## src/rtl/seq_pattern_detector_pkg.sv

```systemverilog
// ---------------------------------------------------------------------------
// seq_det_pkg
// Shared definitions for the programmable serial pattern detector:
//   - FSM state encoding (legacy-compatible 2-bit constants plus an enum view)
//   - clamp_len : folds a requested pattern length into 1..max_len
//   - mask_bit  : one bit of the "compare only the last len bits" mask
// ---------------------------------------------------------------------------
package seq_det_pkg;

    localparam logic [1:0] ST_FILL  = 2'd0;
    localparam logic [1:0] ST_ARMED = 2'd1;
    localparam logic [1:0] ST_HIT   = 2'd2;

    typedef enum logic [1:0] {
        FILL  = ST_FILL,
        ARMED = ST_ARMED,
        HIT   = ST_HIT
    } state_e;

    // A zero length would never match anything meaningful, so it is promoted
    // to 1; anything longer than the history register is cut down to it.
    function automatic int clamp_len(input int len, input int max_len);
        if (len < 1) begin
            return 1;
        end
        if (len > max_len) begin
            return max_len;
        end
        return len;
    endfunction

    // Bit idx of the comparison mask is set when idx lies inside the pattern.
    function automatic logic mask_bit(input int idx, input int len);
        return (idx < len);
    endfunction

endpackage

```

## src/rtl/seq_pattern_detector_sat_counter.sv

```systemverilog
// ---------------------------------------------------------------------------
// sat_counter
// Generic saturating event counter shared by the statistics blocks.
//   clk, rst : clock, asynchronous active-high reset
//   inc      : count one event this cycle
//   clr      : synchronous clear; wins over inc, but a coincident event is
//              not lost (counter loads 1 instead of 0)
//   cnt      : current count, sticks at all-ones
// ---------------------------------------------------------------------------
module sat_counter
    import seq_det_pkg::*;
#(
    parameter int CNT_W = 8
) (
    input  logic             clk,
    input  logic             rst,
    input  logic             inc,
    input  logic             clr,
    output logic [CNT_W-1:0] cnt
);

    logic [CNT_W-1:0] cnt_reg;
    logic [CNT_W-1:0] cnt_next;

    always_comb begin
        cnt_next = cnt_reg;
        if (clr) begin
            cnt_next = inc ? CNT_W'(1) : '0;
        end else if (inc && (cnt_reg != '1)) begin
            cnt_next = cnt_reg + 1'b1;
        end
    end

    always_ff @(posedge clk or posedge rst) begin
        if (rst) begin
            cnt_reg <= '0;
        end else begin
            cnt_reg <= cnt_next;
        end
    end

    assign cnt = cnt_reg;

endmodule

```

## src/rtl/seq_pattern_detector.sv

```systemverilog
// ---------------------------------------------------------------------------
// seq_pattern_detector
// Run-time programmable serial pattern detector with a registered Moore match
// pulse and a saturating match counter.
//   clk, rst      : clock, asynchronous active-high reset
//   cfg_valid     : new configuration offered
//   cfg_ready     : configuration can be taken (low while in HIT)
//   cfg_pattern   : pattern, bit 0 = last bit of the sequence
//   cfg_len       : pattern length (0 -> 1, >MAX_LEN -> MAX_LEN)
//   cfg_overlap   : 1 = overlapping matches allowed
//   in_valid, in  : qualified serial data bit
//   clr_cnt       : synchronous clear of match_cnt
//   match         : one-cycle pulse per HIT cycle, two edges after the
//                   completing bit was sampled
//   match_cnt     : saturating count of HIT entries
// ---------------------------------------------------------------------------
module seq_pattern_detector
    import seq_det_pkg::*;
#(
    parameter int                 MAX_LEN = 8,
    parameter int                 CNT_W   = 8,
    parameter logic [MAX_LEN-1:0] RST_PAT = MAX_LEN'(8'b0000_1011),
    parameter int                 RST_LEN = 4,
    localparam int                LEN_W   = $clog2(MAX_LEN + 1)
) (
    input  logic               clk,
    input  logic               rst,
    input  logic               cfg_valid,
    output logic               cfg_ready,
    input  logic [MAX_LEN-1:0] cfg_pattern,
    input  logic [LEN_W-1:0]   cfg_len,
    input  logic               cfg_overlap,
    input  logic               in_valid,
    input  logic               in,
    input  logic               clr_cnt,
    output logic               match,
    output logic [CNT_W-1:0]   match_cnt
);

    localparam logic [LEN_W-1:0] RST_LEN_C = LEN_W'(clamp_len(RST_LEN, MAX_LEN));
    localparam logic [LEN_W-1:0] FILL_MAX  = LEN_W'(MAX_LEN);

    logic [MAX_LEN-1:0] pattern_reg, pattern_next;
    logic [MAX_LEN-1:0] hist_reg, hist_next;
    logic [LEN_W-1:0]   len_reg, len_next;
    logic [LEN_W-1:0]   fill_reg, fill_next;
    logic               overlap_reg, overlap_next;
    state_e             state_reg, state_next;
    logic               match_reg;

    logic [MAX_LEN-1:0] hist_shift;
    logic [MAX_LEN-1:0] len_msk;
    logic [LEN_W-1:0]   fill_inc;
    logic [LEN_W-1:0]   cfg_len_c;
    logic               accept;
    logic               hit;
    logic               armed_now;
    logic               armed_inc;

    // Only the youngest len bits take part in the comparison.
    genvar gi;
    generate
        for (gi = 0; gi < MAX_LEN; gi++) begin : g_mask
            assign len_msk[gi] = mask_bit(gi, int'(len_reg));
        end
    endgenerate

    assign cfg_ready  = (state_reg != HIT);
    assign accept     = cfg_valid && cfg_ready;
    assign cfg_len_c  = LEN_W'(clamp_len(int'(cfg_len), MAX_LEN));

    // Newest bit enters at bit 0; the oldest falls off the top.
    assign hist_shift = (hist_reg << 1) | MAX_LEN'(in);
    assign fill_inc   = (fill_reg == FILL_MAX) ? fill_reg : fill_reg + 1'b1;

    // "Armed" means one more valid bit would give len bits of history.
    // Widened by one bit so len-1 never underflows.
    assign armed_now  = ({1'b0, fill_reg} + (LEN_W + 1)'(1)) >= {1'b0, len_reg};
    assign armed_inc  = ({1'b0, fill_inc} + (LEN_W + 1)'(1)) >= {1'b0, len_reg};

    // A config accept swallows the data bit of the same cycle.
    assign hit = in_valid && !accept
              && (((hist_shift ^ pattern_reg) & len_msk) == '0)
              && (fill_inc >= len_reg);

    always_comb begin
        pattern_next = pattern_reg;
        len_next     = len_reg;
        overlap_next = overlap_reg;
        hist_next    = hist_reg;
        fill_next    = fill_reg;
        state_next   = state_reg;

        if (accept) begin
            pattern_next = cfg_pattern;
            len_next     = cfg_len_c;
            overlap_next = cfg_overlap;
            hist_next    = '0;
            fill_next    = '0;
            state_next   = (cfg_len_c == LEN_W'(1)) ? ARMED : FILL;
        end else if (in_valid) begin
            if (hit) begin
                state_next = HIT;
                if (overlap_reg) begin
                    hist_next = hist_shift;
                    fill_next = fill_inc;
                end else begin
                    // Next match must be built from len fresh bits.
                    hist_next = '0;
                    fill_next = '0;
                end
            end else begin
                hist_next  = hist_shift;
                fill_next  = fill_inc;
                state_next = armed_inc ? ARMED : FILL;
            end
        end else if (state_reg == HIT) begin
            // Overlap keeps fill >= len, so this lands in ARMED; after a
            // non-overlapping hit fill is 0 and only len==1 is armed.
            state_next = armed_now ? ARMED : FILL;
        end
    end

    always_ff @(posedge clk or posedge rst) begin
        if (rst) begin
            pattern_reg <= RST_PAT;
            len_reg     <= RST_LEN_C;
            overlap_reg <= 1'b1;
            hist_reg    <= '0;
            fill_reg    <= '0;
            state_reg   <= FILL;
            match_reg   <= 1'b0;
        end else begin
            pattern_reg <= pattern_next;
            len_reg     <= len_next;
            overlap_reg <= overlap_next;
            hist_reg    <= hist_next;
            fill_reg    <= fill_next;
            state_reg   <= state_next;
            match_reg   <= (state_reg == HIT);
        end
    end

    assign match = match_reg;

    sat_counter #(
        .CNT_W (CNT_W)
    ) u_match_cnt (
        .clk (clk),
        .rst (rst),
        .inc (hit),
        .clr (clr_cnt),
        .cnt (match_cnt)
    );

endmodule

```

## config.mk

```make
export PLATFORM = sky130hd
export DESIGN_NAME = seq_pattern_detector
export DESIGN_NICKNAME = d
export VERILOG_FILES = /design/src/rtl/seq_pattern_detector_pkg.sv /design/src/rtl/seq_pattern_detector_sat_counter.sv /design/src/rtl/seq_pattern_detector.sv
export SDC_FILE = /design/constraint.sdc
export NUM_CORES = 1
export LEC_CHECK = 0
export ABC_AREA = 1
export CAP_MARGIN = 10
export CORE_MARGIN = 2
export CORE_UTILIZATION = 63
export DETAILED_ROUTE_END_ITERATION = 10
export DONT_BUFFER_PORTS = 1
export HOLD_SLACK_MARGIN = 0.02
export PLACE_DENSITY = 0.79
export SLEW_MARGIN = 20
export SYNTH_ARGS = -nofsm -noshare
export SYNTH_HDL_FRONTEND = slang
export SYNTH_SLANG_ARGS = --single-unit
```

## constraint.sdc

```tcl
create_clock -name clk -period 3.2 [get_ports clk]
set_input_delay 0.96 -clock clk [delete_from_list [all_inputs] [get_ports clk]]
set_output_delay 0.96 -clock clk [all_outputs]
set_load 0.05 [all_outputs]
```

* After elaboration in Yosys (flattened, before gate mapping)
Cells that the tools add are included.
Word-level totals: flip-flop bits (word level) 35, input bits 19, logic and storage cells 69
Cells by class: add/subtract/negate cells 4, $lt $le $gt $ge 13, equal/unequal tests 5, mux-type cells 26, bitwise gates (word level) 3, reduce and logical (&&, ||, !) cells 10
Operator list (number):
- 2-to-1 mux 4 bit | 8
- 2-to-1 mux 7 bit | 4
- < comparator 3 x 4 -> 1 bit (first input constant) | 4
- 2-to-1 mux 8 bit | 2
- adder 4 x 1 -> 5 bit (second input constant) | 2
- greater-or-equal comparator 5 x 4 -> 1 bit | 2
- adder 8 x 1 -> 8 bit (second input constant) | 1
- AND 8 bit | 1
- logical NOT 8 bit | 1
- < comparator 1 x 4 -> 1 bit (first input constant) | 2
- < comparator 2 x 4 -> 1 bit (first input constant) | 2
- 2-to-1 mux 1 bit | 8
- 2-to-1 mux 2 bit | 4
- inequality test 8 bit (second input constant) | 1
- bitwise OR 8 x 1 -> 8 bit | 1
- bitwise XOR 8 bit | 1
- logical AND 1 bit | 5
- adder 4 x 1 -> 4 bit (second input constant) | 1
- equality test 4 x 1 -> 1 bit (second input constant) | 1
- equality test 4 bit (second input constant) | 1
- greater-or-equal comparator 4 bit | 1
- greater-than comparator 4 bit (second input constant) | 1
- < comparator 4 x 1 -> 1 bit (second input constant) | 1
- nonzero test 2 bit | 2
- other kinds (4) | 4

* Logic depth before layout (Yosys ltp)
word-level depth 9, depth in mapped cells 16, mapped depth without buffers 15

* By module
Synthesis repeated with hierarchy kept, for this count alone.
Second synthesis, totals: cell total of the unflattened synthesis 334, area total of the unflattened synthesis 2381.0 µm²
By module, submodules not included:
- seq_pattern_detector | instances 1, cells each 264, area an instance 1884.3 µm², sequential area each 681.9 µm²
- sat_counter | instances 1, cells each 70, area an instance 496.7 µm², sequential area each 200.2 µm²

* Least setup slack after synthesis
Ideal clock, no wire load.
kind flip-flop to flip-flop, start point register fill_reg[0], end point register fill_reg[3], data arrival time 2.330 ns, required time 3.082 ns, setup slack 0.752 ns, cell stages (with the launch flop) 16, cells stage by stage dfrtp_1 > inv_1 > ha_1 > nand2_1 > nor2_1 > xor2_1 > ha_1 > nor2_1 > nand3_1 > nand3_1 > nand2_2 > nor2_2 > nand2_1 > buf_6 > nand3_2 > nand2_1
On the way: word-level cells in the longest chain between the ends 7, elaborated cells between the ends (all ways) 9, those cells by class 1 x add/sub; 1 x order compare; 1 x eq/ne; 5 x mux; 1 x reduce/logical
Ends and longest elaborated chain:
- start, declared | RTL line seq_pattern_detector.sv:46 | logic [LEN_W-1:0] fill_reg, fill_next;
- start signal, assigned | RTL line seq_pattern_detector.sv:138 | fill_reg <= fill_next;
- adder 4 x 1 -> 4 bit / equality test 4 bit (equally long branches) | RTL line seq_pattern_detector.sv:74 | assign fill_inc = (fill_reg == FILL_MAX) ? fill_reg : fill_reg + 1'b1;
- 2-to-1 mux 4 bit (*) | RTL line seq_pattern_detector.sv:74
- greater-or-equal comparator 4 bit | RTL line seq_pattern_detector.sv:84 | && (fill_inc >= len_reg);
- logical AND 1 bit | RTL line seq_pattern_detector.sv:84
- 2-to-1 mux 4 bit (*) | RTL line seq_pattern_detector.sv:102 | if (hit) begin
- 2-to-1 mux 4 bit (*) | RTL line seq_pattern_detector.sv:101 | end else if (in_valid) begin
- 2-to-1 mux 4 bit (*) | RTL line seq_pattern_detector.sv:94 | if (accept) begin
Mark *: on every way between the ends. The rest lies on a longest branch, timed or not. The select of a mux whose other input is x is not followed. A chain may end at the register's enable or synchronous reset.

* Final worst setup path
start point register fill_reg[0], end point register hist_reg[0]
On the way: word-level cells in the longest chain between the ends 7, elaborated cells between the ends (all ways) 8, those cells by class 1 x add/sub; 1 x order compare; 1 x eq/ne; 4 x mux; 1 x reduce/logical
Ends and longest elaborated chain:
- adder 4 x 1 -> 4 bit / equality test 4 bit (equally long branches) | RTL line seq_pattern_detector.sv:74
- 2-to-1 mux 4 bit (*) | RTL line seq_pattern_detector.sv:74
- greater-or-equal comparator 4 bit (*) | RTL line seq_pattern_detector.sv:84
- logical AND 1 bit (*) | RTL line seq_pattern_detector.sv:84
- 2-to-1 mux 7 bit (*) | RTL line seq_pattern_detector.sv:102
- 2-to-1 mux 7 bit (*) | RTL line seq_pattern_detector.sv:101
- 2-to-1 mux 7 bit (*) | RTL line seq_pattern_detector.sv:94
- end signal, assigned | RTL line seq_pattern_detector.sv:137 | hist_reg <= hist_next;
- end, declared | RTL line seq_pattern_detector.sv:44 | logic [MAX_LEN-1:0] hist_reg, hist_next;
Marks and branches as above.

==> run summary <==
Met2 usage -> 45.0%
Fmax -> 355 MHz
Worst hold stages -> 2
Slew margin rel. -> 59.0%
RSZ-0062 raised after global routing -> false
First-pass GRT wire length -> 8520 um
Library cells used by synthesis -> 32
Final Cycle Share -> 88.0%
Cell Rows -> 22
WP buf/inv -> 2
M3 GR Usage -> 5.90%
Mapped Cells -> 312
Number of max-cap violations -> 0
Port bufs -> 0
1st-pass router iterations -> 4
Syn Std Cell Area -> 0.00234 mm^2
Post-synth EDFFs -> 0
R2R Setup Slk -> 0.38 ns
Min-delay src -> pattern_reg[1]$_DFFE_PP1P_
Top-area cell type share of the netlist area -> 32.1%
Post-Syn Area per Cell -> 7.50 um^2
Worst VDD drop -> 0.000280 V
Layer with the highest usage -> met2
Clock slew at reported path FFs -> 0.08 ns
Setup TNS -> 0 ns
Leak Pwr -> 0.00136 uW
Initial core utilization -> 64.9%
Clock buffer depth -> 2
Nets -> 354
Area of the core -> 0.00361 mm^2
Final Skew -> 0.00488 ns
H-Tree Depth -> 2
Setup ws final -> 0.383 ns
Worst-path fanout max -> 11
Worst-Margin Slew -> 0.615 ns
CTS tree -> built
Clock Sinks -> 35
Post-CTS setup buffers -> 0
Post-CTS Hold Buffers -> 0
Count leader, synth -> nand2_1
Post-DP HPWL -> 3620 um
Die area -> 0.00422 mm^2
Hold Path Sink -> pattern_reg[1]$_DFFE_PP1P_
Initial drt markers -> 153
Sequential area share after synthesis -> 37.7%
Syn nets -> 347
Post-CTS Resized -> 0
Vias -> 1,986
Required @ worst endpoint -> 3.38 ns
Vias in the first global route -> 1,933
Depth of the worst register-to-register path -> 15
Final ANT Viol Nets -> 0
Final instance area -> 0.00253 mm^2
Crit start category -> flop
Syn-to-layout area delta -> 8.13%
Share of layout cells above drive strength 1 -> 12.8%
GR Layer Usage met1 -> 33.3%
Power, Total -> 1130 uW
Routability Congestion -> 0.822
Root Buffer -> clkbuf_8
Critical-path cell list -> inv_1 -> ha_1 -> nand2_1 -> nor2_1 -> xor2_1 -> inv_1 -> ha_1 -> o21bai_1 -> nand3_1 -> nand3_1 -> nand2_2 -> nor2_2 -> nand2_1 -> nand3_1 -> nand2_1
Total GRT Usage -> 26.1%
Clk_lat worst skew -> 0.29 ns
CP top delay family -> simple AND/OR/NAND/NOR gates
IO Pins -> 29
Status -> finished, final reports clean
Slew Limit Fails -> 0
CP Capture Type -> flop
Remaining Overflow, GRT -> 0
Ranking of synthesized cells by area -> dfrtp_1 32%, nand2_1 17%, ha_1 8.6%
Cts bufs inserted -> 5
Pre-CTS setup slack -> 0.447 ns
# diodes -> 0
WL final -> 4870 um
Cell area power density -> 445 mW/mm^2
Setup violators final -> 0
Crit Reg-Reg Endpoint -> hist_reg[0]$_DFFE_PP0P_
Yosys Warn Count -> 0
Post-route DRC -> 0
WL per Instance -> 13.2 um
Final Hold Fails -> 0
DP Area -> 0.00241 mm^2
Largest net degree at the start of global routing -> 36
Post-route minimum period -> 2.82 ns
Initial antenna violation count -> 0
Crit path DAT -> 3.00 ns
Max incr delay on CP -> 0.44 ns
Avg Vias per Cell -> 5.40
Asr flop ratio synth -> 100%
Slowest CP cell -> dfrtp_1
Commonest cells in the netlist -> 105 x nand2_1, 43 x inv_1, 30 x dfrtp_1
Main flop type after synthesis -> dfrtp_1
Worst setup path class -> reg2reg
Die Y -> 64.9 um
Die width -> 64.9 um
Reg2Reg Launch Point -> fill_reg[0]$_DFFE_PP0P_
Hold WC Path Type -> reg2reg
Post-synth top area cell -> dfrtp_1
Yosys reg bits -> 35
-- worst max-delay path by stage --
stage	from	end	slack, ns	depth (start not counted)
final	fill_reg[0]$_DFFE_PP0P_	hist_reg[0]$_DFFE_PP0P_	0.38	15
after global routing	fill_reg[0]$_DFFE_PP0P_	hist_reg[2]$_DFFE_PP0P_	0.13	15
after CTS	fill_reg[0]$_DFFE_PP0P_	hist_reg[0]$_DFFE_PP0P_	0.42	15
after detailed placement	fill_reg[0]$_DFFE_PP0P_	hist_reg[2]$_DFFE_PP0P_	0.45	15
after global placement	fill_reg[0]$_DFFE_PP0P_	hist_reg[0]$_DFFE_PP0P_	0.51	14
after floorplan	fill_reg[0]$_DFFE_PP0P_	fill_reg[3]$_DFFE_PP0P_	0.75	15
-- cell type report --
type	count	area, um^2
multi-input cells	226	1250
fillers	298	1080
flip-flops and latches	35	882
inverters	46	173
clock buffers	6	82.6
well taps	48	60.1
clock inverters	2	38.8
repair buffers	5	37.5
-- through the flow --
stage / cells / hold WS (ns) / utilization [%]
3_5_place_dp: 360 / 0.472 / 66.8
4_1_cts: 368 / 0.483 / 70.1
3_3_place_gp: 360 / 0.466 / 66.8
5_1_grt: 368 / 0.510 / 70.1
6_report: 368 / 0.482 / 70.1
2_1_floorplan: 312 / 0.453 / -
-- metal layers --
| layer | up-vias | wire (um) |
|---|---|---|
| li1 | 1001 | - |
| met1 | 928 | 2120 |
| met2 | 52 | 2410 |
| met3 | 5 | 292 |
| met4 | 0 | 47 |
| met5 | - | 0 |
-- cells by family (layout without fill, tap and decap cells) --
group	after synthesis	after routing	share of synthesized area (%)
DFF	35	35	37.7
AOI/OAI and AO/OA	21	21	5.62
buffers and inverters	51	59	8.61
xor gates and xnor gates	8	8	3.00
and+or+nand+nor	181	181	36.5
adders and majority gates	16	16	8.56
-- worst reg2reg max path, stage by stage, from the launching register on --
cell	delay, ns
dfrtp_1	0.44
inv_1	0.13
ha_1	0.15
nand2_1	0.06
nor2_1	0.16
xor2_1	0.27
inv_1	0.09
ha_1	0.18
o21bai_1	0.16
nand3_1	0.09
nand3_1	0.20
nand2_2	0.08
nor2_2	0.10
nand2_1	0.35
nand3_1	0.18
nand2_1	0.06
-- power breakdown --
| group | internal [uW] | switching (uW) |
|---|---|---|
| Clock | 256 | 175 |
| Combinational | 69.5 | 125 |
| Sequential | 470 | 30.9 |
-- layout by cell type, fill, tap and decap left out, types with 6 or more instances in the layout --
cell type / synthesis / final
clkbuf_8: 0 / 6
dfrtp_1: 30 / 30
ha_1: 16 / 16
inv_1: 43 / 43
nand2_1: 105 / 105
nand3_1: 26 / 26
nand3_2: 11 / 11
nand4_1: 8 / 8
nor2_1: 18 / 18
o21ai_0: 10 / 10
Note: power is estimated with default switching activity, not from simulation.
